===== config.mk =====
export PLATFORM = sky130hd
export DESIGN_NAME = me_unit_flat
export DESIGN_NICKNAME = d
export VERILOG_FILES = /design/src/rtl/me_unit_pkg.sv /design/src/rtl/me_unit_if.sv /design/src/rtl/me_rdata_hold.sv /design/src/rtl/me_unit.sv /design/src/flat_wrapper.sv
export SDC_FILE = /design/constraint.sdc
export NUM_CORES = 1
export LEC_CHECK = 0
export ABC_AREA = 1
export BUFFER_PORTS_ARGS = -buffer_cell sky130_fd_sc_hd__buf_2
export CAP_MARGIN = 20
export CORE_ASPECT_RATIO = 0.9
export CORE_UTILIZATION = 27
export DETAILED_ROUTE_END_ITERATION = 6
export GPL_ROUTABILITY_DRIVEN = 0
export HOLD_SLACK_MARGIN = 0.06
export PLACE_DENSITY_LB_ADDON = 0.05
export SLEW_MARGIN = 0
export SYNTH_ARGS = -nofsm -noshare
export SYNTH_HDL_FRONTEND = slang
export SYNTH_SLANG_ARGS = --single-unit

===== constraint.sdc =====
create_clock -name clk -period 1.4 [get_ports clk]
set_input_delay 0.07 -clock clk [delete_from_list [all_inputs] [get_ports clk]]
set_output_delay 0.07 -clock clk [all_outputs]
set_load 0.1 [all_outputs]

===== src/rtl/me_unit_pkg.sv =====
// me_unit_pkg: shared widths, bus field positions and rdata state encoding
// for the memory-access (ME) pipeline stage.
package me_unit_pkg;

  localparam int unsigned EX_BUS_W = 71;
  localparam int unsigned WB_BUS_W = 70;
  localparam int unsigned FWD_W    = 37;
  localparam int unsigned DEST_W   = 5;
  localparam int unsigned WORD_W   = 32;

  // EX_to_ME_Bus = {pc, alu_result, res_from_mem, gr_we, dest}
  localparam int unsigned EX_PC_LSB  = 39;
  localparam int unsigned EX_ALU_LSB = 7;
  localparam int unsigned EX_RFM_BIT = 6;
  localparam int unsigned EX_WE_BIT  = 5;

  // ME_to_WB_Bus = {pc, final_result, gr_we, dest}
  localparam int unsigned WB_PC_LSB  = 38;
  localparam int unsigned WB_RES_LSB = 6;
  localparam int unsigned WB_WE_BIT  = 5;

  typedef enum logic [1:0] {
    ST_EMPTY = 2'd0,
    ST_FRESH = 2'd1,
    ST_HELD  = 2'd2
  } me_state_e;

endpackage


===== src/rtl/me_unit_if.sv =====
// me_unit_if: EX->ME handshake, data SRAM read data, ME->WB handshake and
// the hazard/forwarding buses of the ME stage.
//   slave  : the ME stage itself
//   master : the surrounding pipeline (EX, SRAM, WB, hazard unit)
interface me_unit_if;
  import me_unit_pkg::*;

  logic                EX_to_ME_Valid;
  logic [EX_BUS_W-1:0] EX_to_ME_Bus;
  logic                ME_Allow_in;
  logic [WORD_W-1:0]   data_sram_rdata;
  logic                ME_to_WB_Valid;
  logic                WB_Allow_in;
  logic [WB_BUS_W-1:0] ME_to_WB_Bus;
  logic [DEST_W-1:0]   ME_dest;
  logic [FWD_W-1:0]    ME_Forward;

  modport slave (
    input  EX_to_ME_Valid, EX_to_ME_Bus, data_sram_rdata, WB_Allow_in,
    output ME_Allow_in, ME_to_WB_Valid, ME_to_WB_Bus, ME_dest, ME_Forward
  );

  modport master (
    output EX_to_ME_Valid, EX_to_ME_Bus, data_sram_rdata, WB_Allow_in,
    input  ME_Allow_in, ME_to_WB_Valid, ME_to_WB_Bus, ME_dest, ME_Forward
  );

endinterface


===== src/rtl/me_rdata_hold.sv =====
// me_rdata_hold: tracks whether the instruction in ME is in its first cycle
// (SRAM read data live) or stalled (read data captured in a hold register),
// and selects the read-data source accordingly.
// Ports:
//   clk, resetn       clock, async active-low reset
//   i_entry           an instruction is captured into ME on this edge
//   i_wb_allow_in     WB accepts the current instruction this cycle
//   i_rdata           data_sram_rdata
//   o_rdata_source    read data belonging to the instruction in ME
module me_rdata_hold
  import me_unit_pkg::*;
(
  input  logic              clk,
  input  logic              resetn,
  input  logic              i_entry,
  input  logic              i_wb_allow_in,
  input  logic [WORD_W-1:0] i_rdata,
  output logic [WORD_W-1:0] o_rdata_source
);

  me_state_e         r_state;
  me_state_e         w_next;
  logic              w_hold_we;
  logic [WORD_W-1:0] r_hold;

  always_ff @(posedge clk or negedge resetn) begin
    if (!resetn) begin
      r_state <= ST_EMPTY;
      r_hold  <= '0;
    end else begin
      r_state <= w_next;
      if (w_hold_we) r_hold <= i_rdata;
    end
  end

  always_comb begin
    w_next    = r_state;
    w_hold_we = 1'b0;
    case (r_state)
      ST_EMPTY: if (i_entry) w_next = ST_FRESH;
      ST_FRESH: begin
        if (i_wb_allow_in) begin
          w_next = i_entry ? ST_FRESH : ST_EMPTY;
        end else begin
          // SRAM data is only live this one cycle; capture it as we stall.
          w_next    = ST_HELD;
          w_hold_we = 1'b1;
        end
      end
      ST_HELD: if (i_wb_allow_in) w_next = i_entry ? ST_FRESH : ST_EMPTY;
      default: w_next = ST_EMPTY;
    endcase
  end

  assign o_rdata_source = (r_state == ST_HELD) ? r_hold : i_rdata;

endmodule


===== src/rtl/me_unit.sv =====
// me_unit: memory-access stage of the 5-stage LoongArch pipeline.
// Captures the EX payload, pairs it with the SRAM read data (buffered across
// WB stalls) and forms the writeback result and forwarding buses.
// Ports:
//   clk, resetn   clock, async active-low reset
//   me_if         slave side of me_unit_if (EX/SRAM/WB handshakes, hazard buses)
module me_unit
  import me_unit_pkg::*;
(
  input  logic       clk,
  input  logic       resetn,
  me_unit_if.slave   me_if
);

  logic              r_valid;
  logic [WORD_W-1:0] r_pc;
  logic [WORD_W-1:0] r_alu;
  logic              r_rfm;
  logic              r_we;
  logic [DEST_W-1:0] r_dest;

  logic              w_allow_in;
  logic              w_entry;
  logic [WORD_W-1:0] w_rdata_src;
  logic [WORD_W-1:0] w_final;
  logic [DEST_W-1:0] w_me_dest;

  // ReadyGo is constant 1, so ME only blocks while WB is blocking.
  assign w_allow_in = !r_valid || me_if.WB_Allow_in;
  assign w_entry    = w_allow_in && me_if.EX_to_ME_Valid;

  always_ff @(posedge clk or negedge resetn) begin
    if (!resetn) begin
      r_valid <= 1'b0;
      r_pc    <= '0;
      r_alu   <= '0;
      r_rfm   <= 1'b0;
      r_we    <= 1'b0;
      r_dest  <= '0;
    end else begin
      if (w_allow_in) r_valid <= me_if.EX_to_ME_Valid;
      if (w_entry) begin
        r_pc   <= me_if.EX_to_ME_Bus[EX_PC_LSB +: WORD_W];
        r_alu  <= me_if.EX_to_ME_Bus[EX_ALU_LSB +: WORD_W];
        r_rfm  <= me_if.EX_to_ME_Bus[EX_RFM_BIT];
        r_we   <= me_if.EX_to_ME_Bus[EX_WE_BIT];
        r_dest <= me_if.EX_to_ME_Bus[DEST_W-1:0];
      end
    end
  end

  me_rdata_hold u_rdata_hold (
    .clk            (clk),
    .resetn         (resetn),
    .i_entry        (w_entry),
    .i_wb_allow_in  (me_if.WB_Allow_in),
    .i_rdata        (me_if.data_sram_rdata),
    .o_rdata_source (w_rdata_src)
  );

  assign w_final   = r_rfm ? w_rdata_src : r_alu;
  assign w_me_dest = r_dest & {DEST_W{r_valid}};

  assign me_if.ME_Allow_in    = w_allow_in;
  assign me_if.ME_to_WB_Valid = r_valid;
  assign me_if.ME_to_WB_Bus   = {r_pc, w_final, r_we, r_dest};
  assign me_if.ME_dest        = w_me_dest;
  assign me_if.ME_Forward     = {w_me_dest, w_final};

endmodule

===== src/flat_wrapper.sv =====
// flat-port wrapper written by rule: the top's interface ports become plain ports
module me_unit_flat import me_unit_pkg::*;
  (clk, resetn, me_if_EX_to_ME_Valid, me_if_EX_to_ME_Bus, me_if_data_sram_rdata, me_if_WB_Allow_in, me_if_ME_Allow_in, me_if_ME_to_WB_Valid, me_if_ME_to_WB_Bus, me_if_ME_dest, me_if_ME_Forward);
  me_unit_if me_if_i ();
  input  logic clk;
  input  logic resetn;
  input wire logic [$bits(me_if_i.EX_to_ME_Valid)-1:0] me_if_EX_to_ME_Valid;
  input wire logic [$bits(me_if_i.EX_to_ME_Bus)-1:0] me_if_EX_to_ME_Bus;
  input wire logic [$bits(me_if_i.data_sram_rdata)-1:0] me_if_data_sram_rdata;
  input wire logic [$bits(me_if_i.WB_Allow_in)-1:0] me_if_WB_Allow_in;
  output wire logic [$bits(me_if_i.ME_Allow_in)-1:0] me_if_ME_Allow_in;
  output wire logic [$bits(me_if_i.ME_to_WB_Valid)-1:0] me_if_ME_to_WB_Valid;
  output wire logic [$bits(me_if_i.ME_to_WB_Bus)-1:0] me_if_ME_to_WB_Bus;
  output wire logic [$bits(me_if_i.ME_dest)-1:0] me_if_ME_dest;
  output wire logic [$bits(me_if_i.ME_Forward)-1:0] me_if_ME_Forward;
  assign me_if_i.EX_to_ME_Valid = me_if_EX_to_ME_Valid;
  assign me_if_i.EX_to_ME_Bus = me_if_EX_to_ME_Bus;
  assign me_if_i.data_sram_rdata = me_if_data_sram_rdata;
  assign me_if_i.WB_Allow_in = me_if_WB_Allow_in;
  assign me_if_ME_Allow_in = me_if_i.ME_Allow_in;
  assign me_if_ME_to_WB_Valid = me_if_i.ME_to_WB_Valid;
  assign me_if_ME_to_WB_Bus = me_if_i.ME_to_WB_Bus;
  assign me_if_ME_dest = me_if_i.ME_dest;
  assign me_if_ME_Forward = me_if_i.ME_Forward;
  me_unit u_core (.clk(clk), .resetn(resetn), .me_if(me_if_i));
endmodule

==> results by group <==
Floorplan
  – Core footprint: 19220 sq um
  – Top-level port count: 221
  – Vertical die dimension: 135.1 um
  – Initial cell density of the core: 0.2764
  – Placement row count: 48
  – Die span in x: 149.9 um
  – Die footprint: 20240 sq um

Drt
  – DRT Wirelength: 17230 um
  – First-iteration detailed-routing DRC count: 267
  – DRT antenna net count: 0
  – WL/cell: 13.83 um
  – DR vias: 5337
  – Routed vias/inst: 4.283
  – Post-detailed-route DRC marker count: 0
  – Length of the first detailed-routing pass in iterations: 5

STA
  – Final clock skew: 0.01170 ns
  – Final WS setup: -0.2583 ns
  – Setup Viol. Count Final: 74
  – Slew of the pin with the lowest slew margin: 0.4945 ns
  – Number of pins with negative max-slew slack in the final report: 0
  – Worst slew slack as a fraction of its limit: 0.6726
  – Final Hold Vio Count: 0
  – Share of the clock period used by the worst path: 1.185
  – Post-layout minimum cycle time: 1.658 ns
  – Max Fclk: 0.6030 GHz
  – Worst hold margin: 0.2149 ns
  – Unrepaired setup endpoints after global routing: true

Synthesis
  – YS warnings: 0
  – Nets in the synthesized netlist: 817
  – Most frequent cell after synthesis: nand2_1
  – Count of different cell masters after synthesis: 18
  – Most area-consuming cells after synthesis: dfrtp_1 (50%), nand2_1 (25%), nand3_1 (6.0%), buf_4 (5.5%), inv_1 (5.0%)
  – Share of Yosys cell area claimed by the top area cell type: 0.4993
  – Sequential share of the synthesized area: 0.4993
  – Cell count after synthesis: 710
  – Count of flip-flops with a built-in enable after synthesis: 0
  – Synthesis-stage register bit count: 106
  – Most frequent cells after synthesis: nand2_1 (351), dfrtp_1 (106), inv_1 (71)
  – Library cell occupying the most area in the post-synthesis netlist: dfrtp_1
  – Main synth FF type: dfrtp_1
  – Syn Area/Cell: 7.483 sq um
  – Mapped Area: 5313 sq um
  – Post-synth ARST share: 1.000

Power
  – Leakage component of the power: 4.986 nW
  – Total power per unit cell area: 1550 nW/um^2
  – Largest vdd supply drop: 0.0008646 V
  – Overall power after layout: 15.28 mW

Place
  – Sum of net half-perimeters after detailed placement: 11560 um
  – Input/output buffers: 220
  – Cells after DPL: 1123
  – Placed instance area: 8372 sq um

Clock network
  – CTS tree: yes
  – Num Clock Sinks: 106
  – Longest Clk Path Bufs: 2
  – TritonCTS buffer count: 9
  – Clock root buffer master: clkbuf_16
  – Worst-path clk slew: 0.08 ns
  – CTS H-tree lvls: 3
  – Insertion delay of the later-clocked pin in the worst-skew pair: 0.36 ns

Global route
  – Largest net degree at the start of global routing: 54
  – Vias in the first global route: 5370
  – Aggregate global-route resource usage: 0.1755
  – First-pass GRT wire length: 27480 um
  – Grt ovf: 0
  – Initial antenna violation count: 0

Setup path
  – Critical Path Start Type: register
  – Critical path start-end classification: register to output pin
  – Data arrival time of the critical path: 1.59 ns
  – Worst Setup End Kind: output pin
  – Critical path data required time: 1.33 ns
  – Largest fanout on the critical path: 24

Flow run
  – Number of maximum-capacitance violations: 0

Status
  – Status: finished with violations
  – Failing checks: setup timing

Hold path
  – Worst min-delay path class: primary input to asynchronous set/reset pin

Finish
  – Layout-stage area growth over the synthesis result: 85.56%
  – Number of standard cells in the final layout excluding fillers: 1246
  – Fill cell total of the finished layout: 1804
  – Final design area excluding fillers: 9858 sq um
  – Number of nets in the final layout: 1098
  – Final Util: 0.5130
  – Layout cells sized above 1: 0.3574
  – Antenna cells: 0
-- layout by cell type, fill, tap and decap left out, drive strengths merged --
cell	Yosys	routed
clkinvlp	0	5
nand2	352	352
buf	67	240
nand3	65	65
clkinv	0	3
clkbuf	10	10
dfrtp	106	106
a21oi	2	2
o21ai	33	33
nor2	1	1
dlygate4sd3	0	106
inv	74	73
-- registers in the layout, summed over array words and instances (netlist names) --
register                     flops
u_core.u_rdata_hold.r_hold      32
u_core.r_we                      1
u_core.r_rfm                     1
u_core.r_dest                    5
u_core.r_alu                    32
u_core.me_if.ME_to_WB_Valid      1
u_core.u_rdata_hold.r_state      2
u_core.r_pc                     32
-- layout make-up --
cell class                      count  area, sq um  share of cell area
Timing Repair Buffer              347         3647              0.3700
Sequential cell                   106         2665              0.2703
Multi-Input combinational cell    453         2625              0.2663
Tap cell                          250        312.8             0.03173
Inverter                           74        296.5             0.03008
Clock buffer                        9        225.2             0.02285
Clock inverter                      7        86.33            0.008757
-- critical path: stages (launching register included) --
cell	delay (ns)
dfrtp_1	0.39
inv_2	0.11
nand2_4	0.07
buf_12	0.17
nand2_1	0.08
nand3_2	0.12
nand2_8	0.12
buf_12	0.17
-- per-layer routing --
| metal | part of all wire | track usage |
|---|---|---|
| met3 | 0.049 | 0.03784 |
| met2 | 0.50 | 0.3014 |
| met4 | 0.0074 | 0.04433 |
| met1 | 0.44 | 0.2228 |
| met5 | 0 | 0 |
-- through the flow --
stage	setup slack (ns)	setup TNS, ns
after floorplan	-0.3358	-17.15
after global placement	0.09187	0
after detailed placement	0.09172	0
after CTS	-0.2822	-17.75
after global routing	-0.3297	-19.72
final	-0.2583	-14.46
-- worst paths after layout --
path | start | end | slack (ns) | cells past startpoint
max | u_core.u_rdata_hold.r_state[0] | me_if_ME_Forward[16] | -0.26 | 7
min in group clk | me_if_EX_to_ME_Bus[39] | u_core.r_pc[0] | 0.44 | 4
min | resetn | u_core.r_alu[11] | 0.21 | 2
max in group asynchronous | resetn | u_core.u_rdata_hold.r_hold[31] | 0.57 | 3
min reg2reg | u_core.r_pc[29] | u_core.r_pc[29] | 0.48 | 2
max reg2reg | u_core.me_if.ME_to_WB_Valid | u_core.r_alu[12] | 0.05 | 4
-- logic make-up after synthesis --
kind of cell / count (synthesis) / share of synthesized area
AO/OA/AOI/OAI: 35 / 0.03509
buffers and inverters: 151 / 0.1536
AND/OR/NAND/NOR: 418 / 0.3121
flip-flops: 106 / 0.4993
-- report_power, final --
group | internal [mW] | switching (mW)
combinational | 2.78 | 5.95
clock | 1.29 | 1.35
sequential | 3.60 | 0.311
total | 7.68 | 7.61
-- repair_timing --
action	4_1_cts	5_1_grt
hold endpoints to repair	159	0
cloned	0	1
endpoints found under the setup margin	74	99
pin swaps	18	3
hold buffers	106	0
resized for setup	5	14
setup buffers	0	1
(Power assumes the default switching activity.)
